--- config.mk ---
export PLATFORM = sky130hd
export DESIGN_NAME = fir_input_feeder_flat
export DESIGN_NICKNAME = d
export VERILOG_FILES = /design/src/rtl/fir_pkg.sv /design/src/rtl/fir_input_feeder_if.sv /design/src/rtl/fir_sample_fifo.sv /design/src/rtl/fir_input_feeder.sv /design/src/flat_wrapper.sv
export SDC_FILE = /design/constraint.sdc
export NUM_CORES = 1
export LEC_CHECK = 0
export BUFFER_PORTS_ARGS = -buffer_cell sky130_fd_sc_hd__buf_2
export CAP_MARGIN = 20
export CORE_MARGIN = 10
export CORE_UTILIZATION = 55
export DETAILED_ROUTE_END_ITERATION = 8
export PLACE_DENSITY = 0.83
export SYNTH_ARGS = -nofsm -noshare
export SYNTH_HDL_FRONTEND = slang
export SYNTH_SLANG_ARGS = --single-unit
--- constraint.sdc ---
create_clock -name clk -period 2.7 [get_ports clk]
set_input_delay 0.405 -clock clk [delete_from_list [all_inputs] [get_ports clk]]
set_output_delay 0.405 -clock clk [all_outputs]
set_load 0.05 [all_outputs]
--- src/rtl/fir_pkg.sv ---
// Shared types and constants for the FIR input feeder and FIR datapath.
package fir_pkg;

   localparam int unsigned FIR_WIDTH = 16;

   typedef enum logic [1:0] {
      FEED_IDLE,
      FEED_ISSUE,
      FEED_WAIT
   } fir_feed_state_t;

endpackage

--- src/rtl/fir_input_feeder_if.sv ---
// Source stream and FIR-side handshake bundle for the input feeder.
interface fir_input_feeder_if
   import fir_pkg::*;
#(
   parameter int unsigned WIDTH = FIR_WIDTH
);
   logic signed [WIDTH-1:0] s_data;
   logic                    s_valid;
   logic                    s_ready;
   logic signed [WIDTH-1:0] fir_input;
   logic                    fir_input_valid;
   logic                    fir_output_valid;

   modport master (
      output s_data, s_valid, fir_output_valid,
      input  s_ready, fir_input, fir_input_valid
   );

   modport slave (
      input  s_data, s_valid, fir_output_valid,
      output s_ready, fir_input, fir_input_valid
   );
endinterface

--- src/rtl/fir_sample_fifo.sv ---
// Synchronous sample FIFO with flush; only pointers and count are reset.
module fir_sample_fifo #(
   parameter  int unsigned WIDTH = 16,
   parameter  int unsigned DEPTH = 16,
   localparam int unsigned PTR_W = $clog2(DEPTH)
) (
   input  logic             clk,
   input  logic             rst,
   input  logic             push,
   input  logic             pop,
   input  logic             flush,
   input  logic [WIDTH-1:0] wdata,
   output logic [WIDTH-1:0] rdata,
   output logic             full,
   output logic             empty,
   output logic [PTR_W:0]   count
);
   logic [WIDTH-1:0] mem [DEPTH];
   logic [PTR_W-1:0] wptr;
   logic [PTR_W-1:0] rptr;
   logic [PTR_W:0]   cnt;
   logic             do_push;
   logic             do_pop;

   assign full    = (cnt == (PTR_W+1)'(DEPTH));
   assign empty   = (cnt == '0);
   assign rdata   = mem[rptr];
   assign count   = cnt;
   // Full refuses a push even with a simultaneous pop; flush wins over push.
   assign do_push = push && !full && !flush;
   assign do_pop  = pop && !empty;

   always_ff @(posedge clk or posedge rst) begin
      if (rst) begin
         wptr <= '0;
         rptr <= '0;
         cnt  <= '0;
      end else if (flush) begin
         wptr <= '0;
         rptr <= '0;
         cnt  <= '0;
      end else begin
         if (do_push) wptr <= wptr + PTR_W'(1);
         if (do_pop)  rptr <= rptr + PTR_W'(1);
         cnt <= cnt + (PTR_W+1)'(do_push) - (PTR_W+1)'(do_pop);
      end
   end

   always_ff @(posedge clk) begin
      if (do_push) mem[wptr] <= wdata;
   end
endmodule

--- src/rtl/fir_input_feeder.sv ---
// Buffers source samples and paces them to the FIR one at a time, waiting for
// completion (or a timeout) before issuing the next sample.
module fir_input_feeder
   import fir_pkg::*;
#(
   parameter  int unsigned WIDTH   = FIR_WIDTH,
   parameter  int unsigned DEPTH   = 16,
   parameter  int unsigned TIMEOUT = 256,
   localparam int unsigned PTR_W   = $clog2(DEPTH)
) (
   input  logic               clk,
   input  logic               rst,
   input  logic               flush,
   fir_input_feeder_if.slave  bus,
   output logic [PTR_W:0]     fill_level,
   output logic               busy,
   output logic               err_timeout
);
   localparam int unsigned CNT_W = (TIMEOUT == 0) ? 1 : $clog2(TIMEOUT + 1);

   fir_feed_state_t  state_q, state_d;
   logic [CNT_W-1:0] cnt_q, cnt_d;
   logic             err_d;
   logic             pop;
   logic             push;
   logic             active_q;
   logic             valid_q;
   logic [WIDTH-1:0] fir_input_q;
   logic [WIDTH-1:0] head;
   logic             full;
   logic             empty;

   // active_q keeps s_ready low during reset and until the first edge after it.
   assign bus.s_ready         = active_q && !full;
   assign push                = bus.s_valid && bus.s_ready;
   assign bus.fir_input       = fir_input_q;
   assign bus.fir_input_valid = valid_q;

   fir_sample_fifo #(.WIDTH(WIDTH), .DEPTH(DEPTH)) u_fifo (
      .clk   (clk),
      .rst   (rst),
      .push  (push),
      .pop   (pop),
      .flush (flush),
      .wdata (bus.s_data),
      .rdata (head),
      .full  (full),
      .empty (empty),
      .count (fill_level)
   );

   always_comb begin
      state_d = state_q;
      cnt_d   = cnt_q;
      err_d   = err_timeout;
      pop     = 1'b0;
      case (state_q)
         FEED_IDLE: begin
            if (!empty) begin
               state_d = FEED_ISSUE;
               pop     = 1'b1;
            end
         end
         FEED_ISSUE: begin
            state_d = FEED_WAIT;
            cnt_d   = '0;
         end
         FEED_WAIT: begin
            if (bus.fir_output_valid) begin
               state_d = FEED_IDLE;
            end else if (TIMEOUT != 0 && cnt_q == CNT_W'(TIMEOUT - 1)) begin
               state_d = FEED_IDLE;
               err_d   = 1'b1;
            end else begin
               cnt_d = cnt_q + CNT_W'(1);
            end
         end
         default: state_d = FEED_IDLE;
      endcase
   end

   // Strobe and busy are registered from the next state so they track state exactly.
   always_ff @(posedge clk or posedge rst) begin
      if (rst) begin
         state_q     <= FEED_IDLE;
         cnt_q       <= '0;
         err_timeout <= 1'b0;
         active_q    <= 1'b0;
         valid_q     <= 1'b0;
         busy        <= 1'b0;
         fir_input_q <= '0;
      end else begin
         state_q     <= state_d;
         cnt_q       <= cnt_d;
         err_timeout <= err_d;
         active_q    <= 1'b1;
         valid_q     <= (state_d == FEED_ISSUE);
         busy        <= (state_d != FEED_IDLE);
         if (pop) fir_input_q <= head;
      end
   end
endmodule

--- src/flat_wrapper.sv ---
// flat-port wrapper written by rule: the top's interface ports become plain ports
module fir_input_feeder_flat import fir_pkg::*;
#(
   parameter  int unsigned WIDTH   = FIR_WIDTH,
   parameter  int unsigned DEPTH   = 16,
   parameter  int unsigned TIMEOUT = 256,
   localparam int unsigned PTR_W   = $clog2(DEPTH)
)
  (clk, rst, flush, fill_level, busy, err_timeout, bus_s_data, bus_s_valid, bus_fir_output_valid, bus_s_ready, bus_fir_input, bus_fir_input_valid);
  fir_input_feeder_if #(.WIDTH(WIDTH)) bus_i ();
  input  logic clk;
  input  logic rst;
  input  logic flush;
  output logic [PTR_W:0] fill_level;
  output logic busy;
  output logic err_timeout;
  input wire logic [$bits(bus_i.s_data)-1:0] bus_s_data;
  input wire logic [$bits(bus_i.s_valid)-1:0] bus_s_valid;
  input wire logic [$bits(bus_i.fir_output_valid)-1:0] bus_fir_output_valid;
  output wire logic [$bits(bus_i.s_ready)-1:0] bus_s_ready;
  output wire logic [$bits(bus_i.fir_input)-1:0] bus_fir_input;
  output wire logic [$bits(bus_i.fir_input_valid)-1:0] bus_fir_input_valid;
  assign bus_i.s_data = bus_s_data;
  assign bus_i.s_valid = bus_s_valid;
  assign bus_i.fir_output_valid = bus_fir_output_valid;
  assign bus_s_ready = bus_i.s_ready;
  assign bus_fir_input = bus_i.fir_input;
  assign bus_fir_input_valid = bus_i.fir_input_valid;
  fir_input_feeder #(.WIDTH(WIDTH), .DEPTH(DEPTH), .TIMEOUT(TIMEOUT)) u_core (.clk(clk), .rst(rst), .flush(flush), .bus(bus_i), .fill_level(fill_level), .busy(busy), .err_timeout(err_timeout));
endmodule
* Yosys cells after proc, flatten, opt, wreduce, memory -nomap -nowiden *
Memories as Yosys holds them, arrays and structs flattened. A register that Yosys moved wholly into a read port is not among the register bits.
Cells that the tools add are included.

word-level totals
  memories = 1
  output and inout port bits = 25
  bits in writable memories = 256
  word-level logic and storage cells = 55
  input port bits = 21
  memory bits (read-only) = 0
  bits in registers = 28
  latch bits = 0

memories
  name               words  bits a word  read ports  clocked after memory_dff  wr ports  line                   text
  u_core.u_fifo.mem  16     16           1           1                         1         fir_sample_fifo.sv:18  logic [WIDTH-1:0] mem [DEPTH];

cells by class
  multipliers = 0
  bitwise gates (word level) = 1
  mux-type cells = 16
  equal/unequal tests = 7
  shift operators = 0
  reduce and logical (&&, ||, !) cells = 16
  $add $sub $neg = 5
  div/mod/pow operators = 0
  $lt $le $gt $ge = 0

operators by type and width
  kind                                            count
  two-way mux 9 bit                               2
  case mux 9 bit (2 select lines)                 1
  two-way mux 4 bit                               4
  adder 9 x 1 -> 9 bit (second input constant)    1
  == test 9 x 8 -> 1 bit (second input constant)  1
  adder 4 x 1 -> 4 bit (second input constant)    2
  nonzero test 2 bit                              4
  two-way mux 2 bit                               3
  case mux 2 bit (3 select lines)                 1
  AND reduction 3 bit                             2
  adder 5 x 1 -> 5 bit                            1
  == test 5 bit (second input constant)           1
  logical AND 1 bit                               5
  zero test 5 bit                                 1
  two-way mux 5 bit                               1
  subtractor 5 x 1 -> 5 bit                       1
  == test 2 x 1 -> 1 bit (second input constant)  2
  two-way mux 1 bit                               4
  != test 2 bit (second input constant)           2
  zero test 1 bit                                 3
  == test 2 bit (second input constant)           1
  zero test 2 bit                                 1
  NOT 1 bit                                       1

* Longest topological paths before layout *
Gate-level depths: netlist of run 1.

  depth after elaboration = 9
  gate-level depth with buffers = 14

* Cells and area by module *
A second synthesis of run 1 with hierarchy kept.

unflattened totals
  cells, all modules = 657
  area total of the unflattened synthesis = 11,945.2 um2

by module, submodules not included
  module            cells an instance  seq. area each (um2)  area each (um2)  times used
  fir_sample_fifo   557                8,012.7               10,672.7         1
  fir_input_feeder  100                775.7                 1,272.5          1

* Worst setup path after synthesis of run 1 *
Ideal clock, no wire load.

  path kind = reg-to-reg
  from = reg u_core.u_fifo.cnt[2], in the netlist u_core.u_fifo.count[2]
  to = mem u_core.u_fifo.mem[0][0], enable pin
  stages on the path, launching flop included = 7
  path slack = -0.523 ns
  setup time = 0.409 ns
  data required time = 2.291 ns
  data arrival time = 2.814 ns
  clock period less this slack = 3.223 ns
  path buffers = 0
  cells stage by stage = dfrtp_1 > inv_1 > ha_1 > nor4bb_1 > nor4b_2 > nand2_1 > nor3_1

between the ends
  cells in the longest elaborated chain, start to end = 8

RTL lines
  element                                      line                                           text
  from (decl)                                  fir_sample_fifo.sv:21                          logic [PTR_W:0] cnt;
  from (signal assigned)                       fir_sample_fifo.sv:45                          cnt <= cnt + (PTR_W+1)'(do_push) - (PTR_W+1)'(do_pop);
  == test 5 bit (*)                            fir_sample_fifo.sv:25                          assign full = (cnt == (PTR_W+1)'(DEPTH));
  zero test 1 bit (*)                          fir_sample_fifo.sv:30, fir_input_feeder.sv:34
  logical AND 1 bit                            fir_input_feeder.sv:34                         assign bus.s_ready = active_q && !full;
  logical AND 1 bit                            fir_input_feeder.sv:35                         assign push = bus.s_valid && bus.s_ready;
  logical AND 1 bit (*) (2 in a row)           fir_sample_fifo.sv:30                          assign do_push = push && !full && !flush;
  two-way mux 1 bit (*)                        fir_sample_fifo.sv:50                          if (do_push) mem[wptr] <= wdata;
  two-way mux 1 bit (implied by the code) (*)  fir_sample_fifo.sv:50
  to (decl)                                    fir_sample_fifo.sv:18

Mark *: on every way between the ends. The rest lies on a longest branch, timed or not.

* Worst setup path in the final report of run 1 *
  from = reg u_core.cnt_q[0]
  to = reg u_core.cnt_q[7]

between the ends
  cells in the longest elaborated chain, start to end = 4
  elaborated cells between the ends (all ways) = 7

RTL lines
  element                          line                    text
  from (decl)                      fir_input_feeder.sv:22  logic [CNT_W-1:0] cnt_q, cnt_d;
  from (signal assigned)           fir_input_feeder.sv:94  cnt_q <= cnt_d;
  adder 9 x 1 -> 9 bit             fir_input_feeder.sv:75  cnt_d = cnt_q + CNT_W'(1);
  two-way mux 9 bit                fir_input_feeder.sv:71  end else if (TIMEOUT != 0 && cnt_q == CNT_W'(TIMEOUT - 1)) begin
  two-way mux 9 bit                fir_input_feeder.sv:69  if (bus.fir_output_valid) begin
  case mux 9 bit (2 select lines)  fir_input_feeder.sv:57  case (state_q)

Several ways; a longest one is shown, not always the timed one. The select of a mux whose other input is x is not followed.
A chain may end at the register's enable or synchronous reset.

==> results.tsv, run 1 <==
metric	value	unit
final worst path period share	96.3	%
CP Launch Point	u_core.cnt_q[0]	
Placed Cells incl. Taps	916	
Final ANT Viol Nets	0	
Global Route met2 Usage	32.7	%
Final Hold Fails	0	
Avg Cell Area, Syn	19.8	um^2
most frequent cells in the layout	256 x edfxtp_1, 64 x mux4_2, 45 x buf_2	
Max stage delay on crit path	0.55	ns
CP cell instances	ha_1 > and3_1 > nand3_1 > nor2_1 > ha_1 > or4b_1 > buf_6 > nor3_4 > nand3_1 > mux2i_1	
pin count of the biggest net entering global routing	67	
minimum clock period	2.60	ns
sequential fraction of the synthesis area	74.1	%
Die Span Y	167	um
Clk pwr share	31.6	%
gr ovfl total	0	
Warnings, synthesis	0	
Comb pwr share	24.4	%
Net Sw Frac	30.3	%
CTS root buf	clkbuf_16	
final setup vio count	0	
TritonRoute pass-1 iters	5	
# IOs	46	
commonest non-fill, non-tap cell in the layout	edfxtp_1	
max-slew violation count	0	
Synth-to-Final Area Change	14.3	%
Setup CP Type	flop to flop	
leakage	0.00453	uW
Max H-tree Level	1	
Max-Cap Viols	0	
total CTS buffers	29	
DR WL/cell	28.4	um
status	completed	
CTS tree	built	
fin cells	972	
area of the mapped netlist	11900	um^2
grt met1 use	23.4	%
WP data arrival	3.02	ns
Hold Crit Class	input pin to flop	
Post-synth ARST share	14.7	%
WL final	27600	um
Vias	6230	
IO buf count	45	
Psw	3820	uW
Setup Skew	0.0165	ns
starting density of the core	56.2	%
Post-synth EDFFs	256	
Crit Path Max Fanout	15	
Unique masters post-synth	50	
grt met3 use	5.32	%
pin slew with the least headroom to its limit	0.978	ns
clk sinks	300	
Core Region	21100	um^2
Syn Nets	635	
initial antenna violation count	2	
Worst Slack Setup Final	0.0993	ns
Std-Cell Rows	53	
HP Start	bus_s_data[13]	
Util after Layout	64.2	%
Setup crit end kind	flop	
CTS Buffer Depth	3	
share of post-route cells with drive strength above 1	31.9	%
Final HPWL DP	14900	um
Die Area	27800	um^2
pwr dens	931	nW/um^2
CP Launch Type	flop	
reg-to-reg critical path startpoint	u_core.cnt_q[0]	
clk_lat worst skew	0.55	ns
Power Internal	8800	uW
clock-pin slew on the worst setup and hold paths	0.06	ns
gr usage total	19.6	%
Starting DRT DRC Count	852	
RD Place Congestion	0.787	
first-pass GRT wire length	41400	um
Gate Count Post-Synth	600	
DR DRC count	0	
Layout Nets	710	
Worst Path Required	3.12	ns
Worst VDD drop	0.568	mV
total power draw	12600	uW
sequential fraction of design power	44.0	%
# diodes	0	
# fillers	1338	
Crit-path slowest cell	or4b_1	
Die X	167	um
number of global-route vias before repair	6560	
GR peak layer	met2	
Worst slew margin	34.8	%
post-place setup slack	0.00325	ns
prevailing post-synth register cell	edfxtp_1	
flops & latches, synth	300	
DR vias/cell	6.41	
achievable clock frequency	385	MHz
-- metrics by stage --
step                cell area, um^2  hold WS, ns  TNS [ns]
floorplan                     11900        0.445   -0.0841
global placement              12600        0.452         0
detailed placement            12600        0.461         0
CTS                           13500        0.223         0
global route                  13500        0.240   -0.0107
finish                        13500        0.227         0
-- Yosys cell counts, types with 2 or more instances --
library cell	number	area share (%)
edfxtp_1	256	65
mux4_2	64	12
dfrtp_1	44	9.3
nor2_1	42	1.3
mux2i_1	19	1.6
o22ai_1	16	0.84
inv_1	14	0.44
ha_1	13	1.4
nand3_1	12	0.51
a221oi_2	10	1.3
buf_2	10	0.42
clkbuf_1	10	0.32
nand2_1	9	0.28
o21ai_0	9	0.38
buf_4	7	0.44
nor3_1	7	0.30
a221oi_1	6	0.44
nand2b_1	6	0.32
xnor2_1	6	0.44
a21oi_1	3	0.13
buf_6	3	0.28
nor2b_1	3	0.16
xor2_1	3	0.22
buf_1	2	0.063
-- kinds of logic (layout without fill, tap and decap cells) --
kind of cell / after synthesis / in the layout / share of synthesized area (%)
AO/OA/AOI/OAI: 50 / 50 / 3.45
buffers and inverters: 47 / 144 / 2.05
adder cells (fa/ha/maj): 14 / 14 / 1.54
AND/OR/NAND/NOR: 95 / 95 / 4.23
multiplexers: 84 / 84 / 13.9
XOR/XNOR: 9 / 9 / 0.665
other: 1 / 1 / 0.0316
flip-flops: 300 / 300 / 74.1
-- power groups by stage --
stage / sequential [uW] / combinational [uW] / clock, uW
6_report: 5550 / 3080 / 3980
4_1_cts: 5550 / 3070 / 4020
2_1_floorplan: 6060 / 1830 / 0
5_1_grt: 5570 / 3300 / 4190
3_3_place_gp: 5600 / 2870 / 0
3_5_place_dp: 5630 / 3000 / 0
-- routing by layer --
layer | part of all wire, % | vias up
met2 | 50 | 387
met4 | 4.0 | 4
met5 | 0.12 | -
li1 | - | 2562
met3 | 10 | 87
met1 | 35 | 3190
-- cell type report --
| class | instances | area [um^2] | share of cell area, % |
|---|---|---|---|
| Sequential cell | 300 | 8800 | 64.9 |
| Multi-Input combinational cell | 253 | 2900 | 21.4 |
| Clock buffer | 44 | 842 | 6.22 |
| Timing Repair Buffer | 76 | 502 | 3.70 |
| Tap cell | 275 | 344 | 2.54 |
| Clock inverter | 9 | 96.3 | 0.711 |
| Inverter | 15 | 61.3 | 0.453 |
-- worst max-delay path, delay by kind of cell (launching register included) --
| family | cells | cell delay, ns |
|---|---|---|
| adders and majority gates | 2 | 0.45 |
| buffers and inverters | 1 | 0.18 |
| DFF | 1 | 0.43 |
| muxes | 1 | 0.14 |
| and+or+nand+nor | 6 | 1.28 |
-- final timing paths --
path	end	cells past startpoint	slack, ns
setup / recovery	u_core.cnt_q[7]	10	0.1
hold / removal	u_core.u_fifo.mem[14][13]	1	0.23
setup reg to reg	u_core.cnt_q[7]	10	0.1
hold reg to reg	u_core.err_timeout	1	0.48
max in group asynchronous	u_core.bus.fir_input[6]	4	1.47
min in group asynchronous	u_core.u_fifo.count[0]	3	0.45
-- repair_timing --
item,4_1_cts,5_1_grt
endpoints found under the hold margin,22,0
pin swaps,1,4
setup endpoints to repair,1,2
setup buffers,1,1
resized for setup,1,2
hold buffers,1,0
-- state kept, by name, indices dropped and copies added (netlist names), 2 cells and up --
name                  cells
u_core.u_fifo.wptr        4
u_core.bus.fir_input     16
u_core.cnt_q              9
u_core.u_fifo.mem       256
u_core.u_fifo.rptr        4
u_core.state_q            2
u_core.u_fifo.count       5
Power figures use the tool's default switching activity.
==> run 2, diff against run 1 <==
==> constraint.sdc (replaced) <==
create_clock -name clk -period 2.7 [get_ports clk]
set_input_delay 0.27 -clock clk [delete_from_list [all_inputs] [get_ports clk]]
set_output_delay 0.27 -clock clk [all_outputs]
set_load 0.05 [all_outputs]
==> run 2 against run 1 <==
Against the previous run: count of clock-buffer cells in the layout shrank 7; routed wire length shrank 4.9%; clock power grew 11%; power grew 4.1%; worst setup slack gained 0.0030 ns; clock skew shrank 0.0015 ns; critical path depth is the same; non-clock buffer count grew 3; final area grew 1.5%; maximum frequency grew 0.12%; critical endpoint unchanged; largest power group unchanged; highest routed layer unchanged.
==> results.tsv, run 2 (synthesis gave the netlist of run 1 again) <==
metric	value	unit
CP cell instances	ha_1 > and3_1 > nand3_2 > nor2_1 > ha_1 > or4b_4 > buf_6 > nor3_4 > nand3_1 > mux2i_1	
CTS root buf	clkbuf_16	
max-slew violation count	0	
final hold slack	0.0897	ns
Final ANT Viol Nets	0	
gr usage total	18.5	%
CTS Buffer Depth	3	
Core Region	21100	um^2
Crit Path Max Fanout	15	
minimum clock period	2.60	ns
Vias	6206	
DR WL/cell	26.9	um
Setup crit end kind	flop	
Worst VDD drop	0.581	mV
Util after Layout	65.2	%
RD Place Congestion	0.794	
clk_lat worst skew	0.55	ns
crit-path leading delay family	simple AND/OR/NAND/NOR gates	
number of global-route vias before repair	6429	
pwr dens	955	nW/um^2
Clk pwr share	33.6	%
Worst slew margin	34.2	%
gr ovfl total	0	
RSZ-0062 raised after global routing	true	
# diodes	0	
Setup Skew	0.0150	ns
Die X	167	um
first-pass GRT wire length	39800	um
Psw	3890	uW
Net Sw Frac	29.6	%
crit-path most repeated cell	ha_1	
WP buf/inv	1	
Final HPWL DP	14700	um
CP Launch Type	flop	
Starting DRT DRC Count	743	
pin count of the biggest net entering global routing	37	
starting density of the core	56.2	%
Setup TNS	0	ns
IO buf count	45	
initial antenna violation count	3	
final setup vio count	0	
Max-Cap Viols	0	
WP data arrival	3.03	ns
Final Hold Fails	0	
Worst Path Required	3.13	ns
TritonRoute pass-1 iters	6	
Max stage delay on crit path	0.53	ns
final worst path period share	96.2	%
pin slew with the least headroom to its limit	0.986	ns
Std-Cell Rows	53	
CTS tree	built	
share of post-route cells with drive strength above 1	33.0	%
# IOs	46	
Die Span Y	167	um
Die Area	27800	um^2
Synth-to-Final Area Change	16.0	%
Setup CP Type	flop to flop	
achievable clock frequency	385	MHz
Reg with most FFs	u_core.u_fifo.mem	
Hold Crit Class	input pin to flop	
DR vias/cell	6.35	
number of flip-flops in the largest register	256	
status	completed	
DR DRC count	0	
WL final	26300	um
total CTS buffers	30	
clock-pin slew on the worst setup and hold paths	0.06	ns
Power Internal	9240	uW
leakage	0.00461	uW
commonest non-fill, non-tap cell in the layout	edfxtp_1	
Layout Nets	714	
sequential fraction of design power	42.3	%
Crit-path slowest cell	or4b_4	
clk sinks	300	
Comb pwr share	24.2	%
Max H-tree Level	1	
most frequent cells in the layout	256 x edfxtp_1, 64 x mux4_2, 45 x buf_2	
run 2: cell types whose count changed in the layout (fill, tap and decap cells not counted), sizes merged:
cell / previous run / this run
bufinv: 2 / 6
buf: 75 / 78
clkinvlp: 0 / 1
clkinv: 8 / 13
clkbuf: 44 / 37
run 2: path summary, 6_finish.rpt:
kind                               startpoint                    endpoint  slack (ns)  depth (start not counted)
max                           u_core.cnt_q[0]             u_core.cnt_q[7]        0.10                         10
min                                     flush      u_core.u_fifo.count[3]        0.09                          2
max reg2reg                   u_core.cnt_q[0]             u_core.cnt_q[7]        0.10                         10
min reg2reg                u_core.err_timeout          u_core.err_timeout        0.48                          1
max in group asynchronous                 rst     u_core.bus.fir_input[5]        1.59                          4
min in group asynchronous                 rst  u_core.bus.fir_input_valid        0.38                          3
run 2: worst reg2reg max path, cell delays in order, from the launching register on:
cell and delay (ns):
dfrtp_1 0.42, ha_1 0.25, and3_1 0.25, nand3_2 0.11, nor2_1 0.06, ha_1 0.22
or4b_4 0.53, buf_6 0.17, nor3_4 0.20, nand3_1 0.13, mux2i_1 0.14
run 2: power groups by stage:
| stage | combinational (uW) | sequential, uW | clock (uW) |
|---|---|---|---|
| final | 3170 | 5550 | 4410 |
| after floorplan | 1830 | 6060 | 0 |
| after global routing | 3400 | 5580 | 4630 |
| after global placement | 2890 | 5610 | 0 |
| after CTS | 3060 | 5540 | 4450 |
| after detailed placement | 3010 | 5630 | 0 |
run 2: through the flow:
step	instance area, um^2	total power [uW]	worst slack, ns	cells
2_1_floorplan	11900	7890	-0.0841	600
3_3_place_gp	12600	8500	0.201	918
3_5_place_dp	12600	8640	0.0369	918
4_1_cts	13700	13100	0.00620	975
5_1_grt	13800	13600	-0.0334	978
6_report	13800	13100	0.102	978
run 2: timing repair:
item	CTS	global route
buffers inserted	0	3
gates resized for setup	0	12
endpoints found under the setup margin	0	3
hold endpoints to repair	28	0
hold buffers	1	0
run 2: layout make-up:
| cell class | count | area, um^2 |
|---|---|---|
| inverter | 15 | 63.8 |
| tap | 275 | 344 |
| fill | 1314 | 7340 |
| clock inverter | 19 | 255 |
| clock buffer | 37 | 808 |
| sequential | 300 | 8800 |
| timing repair buffer | 79 | 537 |
| multi-input combinational | 253 | 2950 |
run 2: per-layer routing:
| metal | GRT usage [%] | up-vias | wire [um] |
|---|---|---|---|
| met1 | 24.6 | 3192 | 10200 |
| met2 | 30.1 | 347 | 13100 |
| li1 | - | 2581 | - |
| met3 | 3.46 | 80 | 2180 |
| met4 | 6.68 | 6 | 837 |
| met5 | 0 | - | 41 |
